<file path="src/rtl/stream_buffer_reader_pkg.sv">
// Shared types and constants for the stream buffer reader: request/metadata
// layouts, FSM encoding and the beat-count helper.
package stream_buffer_reader_pkg;
  localparam int AXI_DATA_BITS       = 512;
  localparam int DATA_BYTES          = AXI_DATA_BITS / 8;
  localparam int VADDR_BITS          = 48;
  localparam int LEN_BITS            = 28;
  localparam int SIZE_BITS           = 32;
  localparam int TRANSFER_SIZE_BYTES = 4096;
  localparam int BEAT_BITS           = $clog2(TRANSFER_SIZE_BYTES / DATA_BYTES) + 1;

  localparam logic [4:0] OPC_READ  = 5'h01;
  localparam logic [1:0] STRM_CARD = 2'd1;

  typedef logic [VADDR_BITS-1:0] vaddress_t;

  typedef struct packed {
    logic [BEAT_BITS-1:0] beats;
    logic                 tlast;
  } read_meta_t;

  typedef struct packed {
    logic [4:0]          opcode;
    logic [1:0]          strm;
    logic [3:0]          dest;
    vaddress_t           vaddr;
    logic [LEN_BITS-1:0] len;
    logic                last;
  } req_t;

  typedef enum logic {
    ST_IDLE  = 1'b0,
    ST_ISSUE = 1'b1
  } state_t;

  // Number of data beats needed to carry len bytes (rounded up).
  function automatic logic [BEAT_BITS-1:0] len_to_beats(input logic [LEN_BITS-1:0] len);
    logic [LEN_BITS-1:0] b;
    b = (len + LEN_BITS'(DATA_BYTES - 1)) / LEN_BITS'(DATA_BYTES);
    return b[BEAT_BITS-1:0];
  endfunction
endpackage

</file>
<file path="src/rtl/stream_buffer_reader_fifo.sv">
// Synchronous FIFO of per-request metadata; a pop and push in the same cycle
// are both honoured even when full.
module read_meta_fifo
  import stream_buffer_reader_pkg::*;
#(
  parameter int DEPTH = 8
) (
  input  logic       clk,
  input  logic       rst,
  input  logic       push,
  input  read_meta_t wdata,
  input  logic       pop,
  output read_meta_t rdata,
  output logic       full,
  output logic       empty
);
  localparam int PTR_W = (DEPTH > 1) ? $clog2(DEPTH) : 1;
  localparam int CNT_W = $clog2(DEPTH + 1);

  read_meta_t       mem_q [DEPTH];
  logic [PTR_W-1:0] wr_ptr_q, wr_ptr_d, rd_ptr_q, rd_ptr_d;
  logic [CNT_W-1:0] count_q, count_d;
  logic             push_ok, pop_ok;

  function automatic logic [PTR_W-1:0] ptr_inc(input logic [PTR_W-1:0] p);
    return (p == PTR_W'(DEPTH - 1)) ? '0 : p + PTR_W'(1);
  endfunction

  assign full    = (count_q == CNT_W'(DEPTH));
  assign empty   = (count_q == '0);
  assign rdata   = mem_q[rd_ptr_q];
  assign pop_ok  = pop && !empty;
  // The pop frees a slot first, so a push into a full FIFO is not lost.
  assign push_ok = push && (!full || pop_ok);

  always_comb begin
    wr_ptr_d = push_ok ? ptr_inc(wr_ptr_q) : wr_ptr_q;
    rd_ptr_d = pop_ok ? ptr_inc(rd_ptr_q) : rd_ptr_q;
    count_d  = count_q + CNT_W'(push_ok) - CNT_W'(pop_ok);
  end

  always_ff @(posedge clk) begin
    if (rst) begin
      wr_ptr_q <= '0;
      rd_ptr_q <= '0;
      count_q  <= '0;
    end else begin
      wr_ptr_q <= wr_ptr_d;
      rd_ptr_q <= rd_ptr_d;
      count_q  <= count_d;
    end
  end

  always_ff @(posedge clk) begin
    if (push_ok) mem_q[wr_ptr_q] <= wdata;
  end
endmodule

</file>
<file path="src/rtl/stream_buffer_reader.sv">
// Consumer end of the stream buffer link: splits chunk descriptors into card
// read requests, bounds outstanding reads and forwards returned data.
module stream_buffer_reader
  import stream_buffer_reader_pkg::*;
#(
  parameter int AXI_STRM_ID     = 0,
  parameter int TRANSFER_SIZE   = TRANSFER_SIZE_BYTES,
  parameter int MAX_OUTSTANDING = 4,
  parameter int META_DEPTH      = 8
) (
  input  logic                     clk,
  input  logic                     rst,
  input  vaddress_t                link_vaddr,
  input  logic [SIZE_BITS-1:0]     link_size,
  input  logic                     link_last,
  input  logic                     link_valid,
  output logic                     link_ready,
  output req_t                     sq_rd_data,
  output logic                     sq_rd_valid,
  input  logic                     sq_rd_ready,
  input  logic                     cq_rd_valid,
  output logic                     cq_rd_ready,
  input  logic [AXI_DATA_BITS-1:0] in_tdata,
  input  logic [DATA_BYTES-1:0]    in_tkeep,
  input  logic                     in_tlast,
  input  logic                     in_tvalid,
  output logic                     in_tready,
  output logic [AXI_DATA_BITS-1:0] out_tdata,
  output logic [DATA_BYTES-1:0]    out_tkeep,
  output logic                     out_tlast,
  output logic                     out_tvalid,
  input  logic                     out_tready,
  output logic                     zero_size_err,
  output state_t                   state_dbg
);
  localparam int OUT_W = $clog2(MAX_OUTSTANDING + 1);

  state_t               state_q, state_d;
  vaddress_t            cur_vaddr_q, cur_vaddr_d;
  logic [SIZE_BITS-1:0] remaining_q, remaining_d;
  logic                 chunk_last_q, chunk_last_d;
  logic                 zero_size_err_q, zero_size_err_d;
  logic [OUT_W-1:0]     outstanding_q, outstanding_d;
  logic [BEAT_BITS-1:0] beat_cnt_q, beat_cnt_d;

  logic [LEN_BITS-1:0]  req_len;
  logic                 final_req, issue;
  logic                 meta_push, meta_pop, meta_full, meta_empty;
  read_meta_t           meta_wdata, meta_head;
  logic                 beat_fire, beat_last;
  logic                 unused_in_tlast;

  // Every port pair moves a transfer on a cycle where valid && ready; a raised
  // valid and its payload stay put until then.
  assign final_req = (remaining_q <= SIZE_BITS'(TRANSFER_SIZE));
  assign req_len   = final_req ? remaining_q[LEN_BITS-1:0] : LEN_BITS'(TRANSFER_SIZE);
  assign issue     = sq_rd_valid && sq_rd_ready;

  always_comb begin
    state_d         = state_q;
    cur_vaddr_d     = cur_vaddr_q;
    remaining_d     = remaining_q;
    chunk_last_d    = chunk_last_q;
    zero_size_err_d = zero_size_err_q;
    link_ready      = 1'b0;
    sq_rd_valid     = 1'b0;
    meta_push       = 1'b0;
    meta_wdata      = '0;
    case (state_q)
      ST_IDLE: begin
        link_ready = !rst;
        if (link_valid && link_ready) begin
          cur_vaddr_d  = link_vaddr;
          remaining_d  = link_size;
          chunk_last_d = link_last;
          if (link_size == '0) zero_size_err_d = 1'b1;
          else state_d = ST_ISSUE;
        end
      end
      ST_ISSUE: begin
        // Outstanding only falls and the FIFO only drains while a request waits,
        // so this throttle never withdraws an asserted valid.
        sq_rd_valid = (outstanding_q < OUT_W'(MAX_OUTSTANDING)) && !meta_full;
        if (issue) begin
          cur_vaddr_d      = cur_vaddr_q + vaddress_t'(req_len);
          remaining_d      = remaining_q - SIZE_BITS'(req_len);
          meta_push        = 1'b1;
          meta_wdata.beats = len_to_beats(req_len);
          meta_wdata.tlast = chunk_last_q && final_req;
          if (final_req) state_d = ST_IDLE;
        end
      end
      default: state_d = ST_IDLE;
    endcase
  end

  always_comb begin
    sq_rd_data        = '0;
    sq_rd_data.opcode = OPC_READ;
    sq_rd_data.strm   = STRM_CARD;
    sq_rd_data.dest   = 4'(AXI_STRM_ID);
    sq_rd_data.vaddr  = cur_vaddr_q;
    sq_rd_data.len    = req_len;
    sq_rd_data.last   = 1'b1;
  end

  // Completions saturate at zero; issue plus completion cancels out.
  always_comb begin
    outstanding_d = outstanding_q;
    if (issue && !cq_rd_valid) outstanding_d = outstanding_q + OUT_W'(1);
    else if (!issue && cq_rd_valid && (outstanding_q != '0)) outstanding_d = outstanding_q - OUT_W'(1);
  end

  assign cq_rd_ready     = 1'b1;
  assign out_tvalid      = in_tvalid && !meta_empty;
  assign in_tready       = out_tready && !meta_empty;
  assign out_tdata       = in_tdata;
  assign out_tkeep       = in_tkeep;
  assign beat_fire       = out_tvalid && out_tready;
  assign beat_last       = (beat_cnt_q == meta_head.beats - BEAT_BITS'(1));
  assign out_tlast       = beat_last && meta_head.tlast;
  assign meta_pop        = beat_fire && beat_last;
  assign unused_in_tlast = in_tlast;
  assign zero_size_err   = zero_size_err_q;
  assign state_dbg       = state_q;

  always_comb begin
    beat_cnt_d = beat_cnt_q;
    if (beat_fire) beat_cnt_d = beat_last ? '0 : beat_cnt_q + BEAT_BITS'(1);
  end

  read_meta_fifo #(.DEPTH(META_DEPTH)) u_meta_fifo (
    .clk   (clk),
    .rst   (rst),
    .push  (meta_push),
    .wdata (meta_wdata),
    .pop   (meta_pop),
    .rdata (meta_head),
    .full  (meta_full),
    .empty (meta_empty)
  );

  always_ff @(posedge clk) begin
    if (rst) begin
      state_q         <= ST_IDLE;
      cur_vaddr_q     <= '0;
      remaining_q     <= '0;
      chunk_last_q    <= 1'b0;
      zero_size_err_q <= 1'b0;
      outstanding_q   <= '0;
      beat_cnt_q      <= '0;
    end else begin
      state_q         <= state_d;
      cur_vaddr_q     <= cur_vaddr_d;
      remaining_q     <= remaining_d;
      chunk_last_q    <= chunk_last_d;
      zero_size_err_q <= zero_size_err_d;
      outstanding_q   <= outstanding_d;
      beat_cnt_q      <= beat_cnt_d;
    end
  end
endmodule

</file>
<file path="config.mk">
export PLATFORM = sky130hd
export DESIGN_NAME = stream_buffer_reader
export DESIGN_NICKNAME = d
export VERILOG_FILES = /design/src/rtl/stream_buffer_reader_pkg.sv /design/src/rtl/stream_buffer_reader_fifo.sv /design/src/rtl/stream_buffer_reader.sv
export SDC_FILE = /design/constraint.sdc
export NUM_CORES = 1
export LEC_CHECK = 0
export CAP_MARGIN = 20
export CELL_PAD_IN_SITES_DETAIL_PLACEMENT = 1
export CELL_PAD_IN_SITES_GLOBAL_PLACEMENT = 2
export CORE_AREA = 2 2 522 524
export DETAILED_ROUTE_END_ITERATION = 10
export DIE_AREA = 0 0 524 526
export PLACE_DENSITY = 0.4
export RECOVER_POWER = 100
export SYNTH_ARGS = -nofsm -noshare
export SYNTH_HDL_FRONTEND = slang
export SYNTH_HIERARCHICAL = 1
export SYNTH_SLANG_ARGS = --single-unit
</file>
<file path="constraint.sdc">
create_clock -name clk -period 8.45 [get_ports clk]
set_input_delay 2.535 -clock clk [delete_from_list [all_inputs] [get_ports clk]]
set_output_delay 2.535 -clock clk [all_outputs]
set_load 0.05 [all_outputs]
</file>
# Word-level counts from Yosys, hierarchy flattened
# Memories as Yosys holds them, arrays and structs flattened. A register that Yosys moved wholly into a read port is not among the register bits.
# Cells that the tools add are included.
# totals
ramBits	64
rom_bits	0
latchBits	0
in_bits	665
wordCells	85
register_bits	103
memories	1
# classes
n_shift	0
reduce_logical	27
bitwise_logic	1
n_addsub	11
mul	0
div	0
n_lt_le_gt_ge	2
n_mux	27
n_eq_ne	6
# memory_table
memory	words	word_bits	rd	rd_clocked_by_memory_dff	wr	line_no	source
u_meta_fifo.mem_q	8	8	1	1	1	stream_buffer_reader_fifo.sv:20	read_meta_t mem_q [DEPTH];
# op_table
cell	n
$mux 48	2
$pmux 48 s2	1
$mux 32	2
$pmux 32 s2	1
$add 48x28->48	1
$le 32x13->1 const B	1
$logic_not 32->1	1
$sub 32x28->32	1
$mux 28	1
$mux 3	6
$mux 8	2
$logic_and 1x1->1	14
$add 13x6->13 const B	1
$mux 1	10
$add 3x1->3 const B	3
$add 7x1->7 const B	1
$eq 7x7->1	1
$mux 7	1
$sub 7x1->7 const B	1
$eq 3x3->1 const B	2
$logic_not 1->1	5
$add 4x1->4	1
$eq 4x4->1 const B	1
$logic_not 4->1	1
other kinds (12)	13

# Depth between registers and ports, before layout
# Gate-level depths: netlist (run 1).
# logic_depth
word_depth	10
mapped_depth	20
mapped_depth_nobuf	18

# Hierarchy
# The synthesis (run 1) kept the hierarchy.
# modules_own_cells
mod	seq_area_each_um2	area_each_um2	n_inst	cells_each
stream_buffer_reader	1861.8	11648.7	1	1580
read_meta_fifo	2182.1	3241.9	1	185

# Least setup slack after synthesis (run 1)
# OpenSTA, ideal clock, no wires.
# synth_path
path_type	input -> output
from	input rst
to	output link_ready
setup_slack_ns	2.174
stages	4
arrival_time_ns	3.741
path_buffers	3
required_time_ns	5.915
cell_sequence	clkbuf_1 clkbuf_1 clkbuf_1 nor2_1
# synth_between
elab_chain_len	2
# synth_rtl
item	line_no	source
from (decl)	stream_buffer_reader.sv:12	input logic rst,
$logic_not 1->1	stream_buffer_reader.sv:71	link_ready = !rst;
$mux 1	stream_buffer_reader.sv:69	case (state_q)
to (decl)	stream_buffer_reader.sv:17	output logic link_ready,
# Every way passes these cells.

==> impl_metrics.env, run 1 <==
export IMPL_drt_wirelength_per_cell_um=26.0
export IMPL_tritoncts="done"
export IMPL_dp_hpwl_um=113000
export IMPL_outcome="complete, but fails checks"
export IMPL_critPathMaxFanout=9
export IMPL_critical_path_slowest_cell="sky130_fd_sc_hd__dlygate4sd3_1"
export IMPL_seq_area_frac_synth=0.272
export IMPL_synth_top_family_by_area="buffers and inverters"
export IMPL_synth_main_ff_cell="sky130_fd_sc_hd__dfxtp_1"
export IMPL_layout_cells_most_common="sky130_fd_sc_hd__nor2_1"
export IMPL_critical_path_n_buffers_inverters=3
export IMPL_place_inst=4884
export IMPL_achievable_frequency_mhz=139
export IMPL_hold_worst_slack_ns=0.468
export IMPL_total_leakage_power_uw=0.00505
export IMPL_number_of_i_o_port_buffers=155
export IMPL_worst_skew_pair_late_latency_ns=0.50
export IMPL_syn_inst=1765
export IMPL_peakVddDrop_uv=136
export IMPL_layout_drive_gt1_share=0.0587
export IMPL_setup_worst_path_start_class="flop"
export IMPL_coreArea_um2=270000
export IMPL_rsz_0062_raised_after_global_routing="no"
export IMPL_setup_worst_path_class="flop to output pin"
export IMPL_layout_nets=2040
export IMPL_postCtsHoldBufs=0
export IMPL_final_max_slew_violation_count=180
export IMPL_fp_row_count=191
export IMPL_synth_xor_area_share=0.0271
export IMPL_finalWorstSetupSlack_ns=1.25
export IMPL_max_cap_viol_count=9
export IMPL_synth_edff_count=64
export IMPL_worstPathArrival_ns=4.66
export IMPL_syn_to_final_growth_pct=14.7
export IMPL_worst_slew_margin_rel=-1.04
export IMPL_antenna_left=0
export IMPL_dr_first_iter_drc_count=548
export IMPL_ios=1337
export IMPL_finalCriticalPeriod_ns=7.20
export IMPL_final_period_utilization=0.852
export IMPL_cp_slowest_stage_delay_ns=0.89
export IMPL_route_vias_total=11200
export IMPL_die_height_um=526
export IMPL_synthAdderAreaFrac=0.0375
export IMPL_grt_pass1_vias=11500
export IMPL_cp_common_cell="sky130_fd_sc_hd__buf_4"
export IMPL_ctsLongestPathBuffers=2
export IMPL_clock_sinks=170
export IMPL_route_detailed_drc=0
export IMPL_synth_warning_count=6
export IMPL_start_util=0.0552
export IMPL_final_cell_mix="sky130_fd_sc_hd__nor2_1, sky130_fd_sc_hd__nand2_1, sky130_fd_sc_hd__dfxtp_1"
export IMPL_clock_tree_root_cell="sky130_fd_sc_hd__clkbuf_16"
export IMPL_synth_compound_area_frac=0.142
export IMPL_finalHoldViolations=0
export IMPL_synth_simple_area_share=0.144
export IMPL_yosys_mux_area_fraction=0.0447
export IMPL_worst_clock_skew_ns=0.0224
export IMPL_drt_pass1_iter_count=4
export IMPL_synth_area_um2=14900
export IMPL_crit_path_cell_trace="buf_4 -> mux4_1 -> mux2_2 -> nor3b_1 -> xor2_1 -> a21oi_1 -> a41o_1 -> o2111ai_1 -> nor2_1 -> buf_4 -> dlygate4sd3_1"
export IMPL_critical_path_required_ns=5.92
export IMPL_finish_cell_count_without_fillers=4921
export IMPL_grt_start_max_net_pins=54
export IMPL_synth_async_sr_flop_share=0
export IMPL_vias_cell=2.27
export IMPL_synth_distinct_cells=78
export IMPL_cts_inserted_buffers=17
export IMPL_power_density_nw_per_um2=152
export IMPL_cts_post_setup_buffers_inserted=0
export IMPL_failing_checks="max-capacitance violations, max-slew violations"
export IMPL_drt_wl_total_um=128000
export IMPL_place_gp_congestion=0.677
export IMPL_cts_resized=0
export IMPL_setup_worst_path_end_class="output pin"
export IMPL_path_clk_slew_ns=0.08
export IMPL_antenna_found_initial=38
export IMPL_finalSetupTns_ns=0
export IMPL_cts_htree_levels=4
export IMPL_syn_area_per_cell_um2=8.44
export IMPL_class_of_the_tightest_hold_or_removal_check="flop to flop"
export IMPL_number_of_setup_violations_in_the_final_report=0
export IMPL_postSynthRegisterBits=170
export IMPL_die_width_um=524
export IMPL_die_outline_area_um2=276000
export IMPL_worst_slew_pin_transition_ns=3.06
export IMPL_globalRoute_totalOverflow=0
export IMPL_placement_setup_worst_slack_ns=1.34
export IMPL_groute_usage_overall=0.0891
export IMPL_path_delay_family="buffers and inverters"
export IMPL_grt_pass1_wl_um=154000
tightest hold or removal path: stages (launching register included):
cell,delay (ns)
sky130_fd_sc_hd__dfxtp_1,0.32
sky130_fd_sc_hd__nand2_1,0.05
sky130_fd_sc_hd__a21oi_1,0.05
synthesized netlist by cell type (all sizes together), types with 32 or more instances:
library cell | n | area (um2)
clkbuf | 59 | 221
nor3 | 39 | 200
a211oi | 34 | 255
a21oi | 85 | 425
buf | 612 | 4590
nor2 | 116 | 435
nand2 | 108 | 405
edfxtp | 64 | 1920
inv | 35 | 131
nand3 | 32 | 160
dfxtp | 106 | 2120
ha | 39 | 488
o21ai | 50 | 250
cells by family after synthesis:
logic type                 after synthesis
buffers and inverters                  707
and+or+nand+nor                        434
AOI/OAI and AO/OA                      324
DFF                                    170
xor gates and xnor gates                46
adders and majority gates               43
muxes                                   39
other                                    2
registers in the layout, summed over array words and instances, names as in the netlist, named ones only:
signal                flops
state_dbg                 1
beat_cnt_q                7
outstanding_q             3
u_meta_fifo/wr_ptr_q      3
u_meta_fifo/count_q       4
chunk_last_q              1
remaining_q              32
cur_vaddr_q              48
zero_size_err             1
u_meta_fifo/rd_ptr_q      3
u_meta_fifo/mem_q        64
per-stage QoR:
stage               utilization  instance area [um2]  power [uW]
floorplan                     -                15000        2170
global placement         0.0611                16500        1740
detailed placement       0.0612                16500        1740
CTS                      0.0636                17100        2670
global route             0.0632                17100        2750
finish                   0.0633                17100        2590
layer usage:
layer,track usage,part of all wire,vias up
met5,0.0167,0.0037,-
met3,0.0990,0.24,307
met2,0.134,0.43,1004
met1,0.0746,0.29,5183
li1,-,-,4662
met4,0.0294,0.037,10
where the power goes:
part | internal [uW] | switching (uW) | total [uW] | leakage [uW]
Sequential | 891 | 65.7 | 957 | 0.00147
Clock | 476 | 417 | 893 | 0.000316
Combinational | 245 | 497 | 742 | 0.00327
Total | 1610 | 979 | 2590 | 0.00505
path summary, 6_finish.rpt:
| check | startpoint | to | slack (ns) | depth (start not counted) |
|---|---|---|---|---|
| worst max register to register | u_meta_fifo/count_q[2]$_SDFF_PP0_ | cur_vaddr_q[45]$_SDFFE_PP0P_ | 2.32 | 14 |
| worst max-delay path | flop | out_tlast | 1.25 | 11 |
| worst min register to register | chunk_last_q$_SDFFE_PP0P_ | chunk_last_q$_SDFFE_PP0P_ | 0.47 | 2 |
| worst min-delay path | chunk_last_q$_SDFFE_PP0P_ | chunk_last_q$_SDFFE_PP0P_ | 0.47 | 2 |
layout make-up:
class,count,area (um2)
fillers,31900,253000
repair buffers,178,1710
well taps,3570,4470
inverters,36,135
flip-flops and latches,170,4050
clock buffers,19,464
clock inverters,13,173
multi-input cells,930,6070
diodes,5,12.5
(Power assumes the default switching activity.)
==> run 2, diff against run 1 <==
--- a/config.mk
+++ b/config.mk
@@ -13,6 +13,7 @@
 export DIE_AREA = 0 0 524 526
 export PLACE_DENSITY = 0.4
 export RECOVER_POWER = 100
+export SLEW_MARGIN = 5
 export SYNTH_ARGS = -nofsm -noshare
 export SYNTH_HDL_FRONTEND = slang
 export SYNTH_HIERARCHICAL = 1
==> results of run 2 <==
Same layout as run 1: the final DEF is identical, and so are final timing and power.
==> run 3, diff against run 2 <==
--- a/config.mk
+++ b/config.mk
@@ -5,13 +5,14 @@
 export SDC_FILE = /design/constraint.sdc
 export NUM_CORES = 1
 export LEC_CHECK = 0
+export ABC_AREA = 1
 export CAP_MARGIN = 20
 export CELL_PAD_IN_SITES_DETAIL_PLACEMENT = 1
 export CELL_PAD_IN_SITES_GLOBAL_PLACEMENT = 2
 export CORE_AREA = 2 2 522 524
 export DETAILED_ROUTE_END_ITERATION = 10
 export DIE_AREA = 0 0 524 526
-export PLACE_DENSITY = 0.4
+export PLACE_DENSITY = 0.41
 export RECOVER_POWER = 100
 export SLEW_MARGIN = 5
 export SYNTH_ARGS = -nofsm -noshare
==> constraint.sdc (replaced) <==
create_clock -name clk -period 8.45 [get_ports clk]
set_input_delay 1.2675 -clock clk [delete_from_list [all_inputs] [get_ports clk]]
set_output_delay 1.2675 -clock clk [all_outputs]
set_load 0.05 [all_outputs]
==> run 3 against run 2 <==
Die area did not move. Synthesized area rose by 6.1%. Sequential cell count did not move. Wire length rose by 6.5%. Global-route usage rose by 0.60 points. Clock skew fell by 0.0021 ns. The run still ends with max-capacitance violations, max-slew violations left. Sequential share of layout area fell by 1.1 points. Power rose by 2.4%. Sequential power rose by 1%.
==> impl_metrics.env, run 3 <==
export IMPL_worstReg2RegEnd="remaining_q[3]$_SDFFE_PP0P_"
export IMPL_setup_worst_path_class="input port to flop"
export IMPL_finalSetupTns_ns=0
export IMPL_worst_hold_path_cells=2
export IMPL_synth_edff_count=64
export IMPL_finalHoldViolations=0
export IMPL_timing_reg2reg_setup_slack_ns=3.17
export IMPL_worstPathArrival_ns=6.39
export IMPL_worst_skew_pair_late_latency_ns=0.51
export IMPL_layout_cells_most_common="sky130_fd_sc_hd__nand2_1"
export IMPL_synth_top_cells_by_area="sky130_fd_sc_hd__buf_4, sky130_fd_sc_hd__dfxtp_1, sky130_fd_sc_hd__edfxtp_1"
export IMPL_crit_reg2reg_launch="u_meta_fifo/count_q[2]$_SDFF_PP0_"
export IMPL_postLayoutCoreUtil=0.0663
export IMPL_timing_reg2reg_worst_path_depth=11
export IMPL_synth_distinct_cells=55
export IMPL_peakVddDrop_uv=137
export IMPL_synth_area_um2=15800
export IMPL_ctsLongestPathBuffers=2
export IMPL_route_vias_total=12900
export IMPL_drt_wirelength_per_cell_um=25.3
export IMPL_fp_row_count=191
export IMPL_dr_first_iter_drc_count=710
export IMPL_antenna_left=0
export IMPL_groute_usage_overall=0.0951
export IMPL_place_gp_congestion=0.735
export IMPL_antenna_found_initial=21
export IMPL_final_cell_mix="sky130_fd_sc_hd__nand2_1, sky130_fd_sc_hd__nor2_1, sky130_fd_sc_hd__inv_1"
export IMPL_tritoncts="done"
export IMPL_syn_inst=2225
export IMPL_post_synth_top_area_cell="sky130_fd_sc_hd__buf_4"
export IMPL_max_cap_viol_count=2
export IMPL_syn_area_per_cell_um2=7.10
export IMPL_setup_worst_path_end_class="flop"
export IMPL_route_detailed_drc=0
export IMPL_outcome="complete, but fails checks"
export IMPL_clock_tree_root_cell="sky130_fd_sc_hd__clkbuf_16"
export IMPL_ios=1337
export IMPL_worst_clock_skew_ns=0.0203
export IMPL_worstSetupStartpoint="rst"
export IMPL_final_period_utilization=0.724
export IMPL_worst_slew_margin_rel=-1.39
export IMPL_drt_wl_total_um=136000
export IMPL_top_register="u_meta_fifo/mem_q"
export IMPL_achievable_frequency_mhz=163
export IMPL_synth_warning_count=6
export IMPL_critPathMaxFanout=70
export IMPL_postSynthRegisterBits=170
export IMPL_power_density_nw_per_um2=148
export IMPL_synthDominantCellAreaShare=0.288
export IMPL_hold_path_startpoint="chunk_last_q$_SDFFE_PP0P_"
export IMPL_filler_cell_count=32300
export IMPL_class_of_the_tightest_hold_or_removal_check="flop to flop"
export IMPL_die_outline_area_um2=276000
export IMPL_final_max_slew_violation_count=96
export IMPL_postCtsHoldBufs=0
export IMPL_grt_pass1_wl_um=165000
export IMPL_cts_post_setup_buffers_inserted=0
export IMPL_setup_worst_path_start_class="input port"
export IMPL_path_clk_slew_ns=0.09
export IMPL_netlist_top_cells_count="sky130_fd_sc_hd__buf_4, sky130_fd_sc_hd__nand2_1, sky130_fd_sc_hd__nor2_1"
export IMPL_die_width_um=524
export IMPL_finalCriticalPeriod_ns=6.12
export IMPL_failing_checks="max-capacitance violations, max-slew violations"
export IMPL_layout_top_registers="u_meta_fifo/mem_q: 64 flops, cur_vaddr_q: 48 flops, remaining_q: 32 flops"
export IMPL_dp_hpwl_um=120000
export IMPL_die_height_um=526
export IMPL_vias_cell=2.39
export IMPL_cts_resized=0
export IMPL_syn_to_final_growth_pct=13.3
export IMPL_largest_reg_flops=64
export IMPL_yosysMostFrequentCell="sky130_fd_sc_hd__buf_4"
export IMPL_drt_pass1_iter_count=4
export IMPL_grt_start_max_net_pins=71
export IMPL_layout_drive_gt1_share=0.0607
export IMPL_synth_async_sr_flop_share=0
export IMPL_globalRoute_totalOverflow=0
export IMPL_critical_path_required_ns=8.71
export IMPL_worst_slew_pin_transition_ns=3.58
export IMPL_total_leakage_power_uw=0.00619
export IMPL_cts_htree_levels=4
export IMPL_number_of_setup_violations_in_the_final_report=0
export IMPL_number_of_i_o_port_buffers=155
export IMPL_seq_area_frac_synth=0.256
export IMPL_grt_pass1_vias=13200
export IMPL_coreArea_um2=270000
export IMPL_layout_nets=2507
export IMPL_synth_main_ff_cell="sky130_fd_sc_hd__dfxtp_1"
export IMPL_hold_end="chunk_last_q$_SDFFE_PP0P_"
export IMPL_rsz_0062_raised_after_global_routing="no"
export IMPL_cts_inserted_buffers=17
export IMPL_start_util=0.0586
export IMPL_clock_sinks=170
-- run 3: changes by cell type after synthesis, sizes merged, moves of 16 or more --
cell | before | now
o21ai | 50 | 133
a21o | 30 | 4
clkbuf | 59 | 41
a211oi | 34 | 4
nor2 | 116 | 241
a31oi | 28 | 7
mux4 | 16 | 0
nand2 | 108 | 355
nand3 | 32 | 105
inv | 35 | 203
-- run 3: worst max-delay path, stage by stage --
cell and delay, ns:
sky130_fd_sc_hd__buf_2 0.07, sky130_fd_sc_hd__clkbuf_1 2.16, sky130_fd_sc_hd__nor2_1 0.16, sky130_fd_sc_hd__nand2_1 0.29, sky130_fd_sc_hd__nand2_1 0.61, sky130_fd_sc_hd__clkinvlp_2 0.58
sky130_fd_sc_hd__buf_4 0.76, sky130_fd_sc_hd__nor2_1 0.12, sky130_fd_sc_hd__o21ai_0 0.12, sky130_fd_sc_hd__a21oi_1 0.08
-- run 3: cell type report --
class / instances / area [um2] / area share
Antenna cell: 2 / 5.00 / 0.000280
Clock buffer: 17 / 425 / 0.0238
Clock inverter: 15 / 164 / 0.00916
Inverter: 204 / 771 / 0.0431
Multi-Input combinational cell: 1234 / 6360 / 0.355
Sequential cell: 170 / 4050 / 0.226
Tap cell: 3570 / 4470 / 0.250
Timing Repair Buffer: 173 / 1660 / 0.0925
-- run 3: worst max path at each step --
stage	end	slack, ns	depth (start not counted)
2_1_floorplan	cur_vaddr_q[38]$_SDFFE_PP0P_	4.32	27
3_3_place_gp	out_tlast	2.91	12
3_5_place_dp	out_tlast	3.00	13
4_1_cts	out_tlast	2.39	12
5_1_grt	beat_cnt_q[5]$_SDFFE_PP0P_	1.70	7
6_report	cur_vaddr_q[36]$_SDFFE_PP0P_	2.33	10
-- run 3: cell families (layout without fill, tap and decap cells) --
| group | Yosys count | in the layout | synth area share |
|---|---|---|---|
| buffers and inverters | 863 | 409 | 0.350 |
| xor gates and xnor gates | 50 | 50 | 0.0277 |
| AOI/OAI and AO/OA | 315 | 315 | 0.113 |
| DFF | 170 | 170 | 0.256 |
| and+or+nand+nor | 783 | 783 | 0.218 |
| adders and majority gates | 42 | 42 | 0.0347 |
| other | 2 | 46 | 0.000475 |
-- run 3: where the power goes --
part	internal, uW	switching, uW	total (uW)	leakage [uW]
clock	398	457	855	0.000290
combinational	253	577	830	0.00436
sequential	899	70.2	969	0.00154
-- run 3: layer usage --
metal / vias to the layer above / share of wire / global-route usage
met2: 1118 / 0.43 / 0.143
li1: 5658 / - / -
met3: 211 / 0.27 / 0.120
met1: 5860 / 0.27 / 0.0738
met5: - / 0.0086 / 0.0386
met4: 20 / 0.021 / 0.0192
-- run 3: stage by stage --
stage          area [um2]  worst slack [ns]  hold slack (ns)  power [uW]  cells
2_1_floorplan       16000              4.32            0.443        2240   2267
3_3_place_gp        17400              2.91            0.479        1840   5349
3_5_place_dp        17400              3.00            0.485        1840   5350
4_1_cts             18000              2.39            0.497        2750   5382
5_1_grt             17900              1.70            0.519        2840   5383
6_report            17900              2.33            0.493        2650   5385
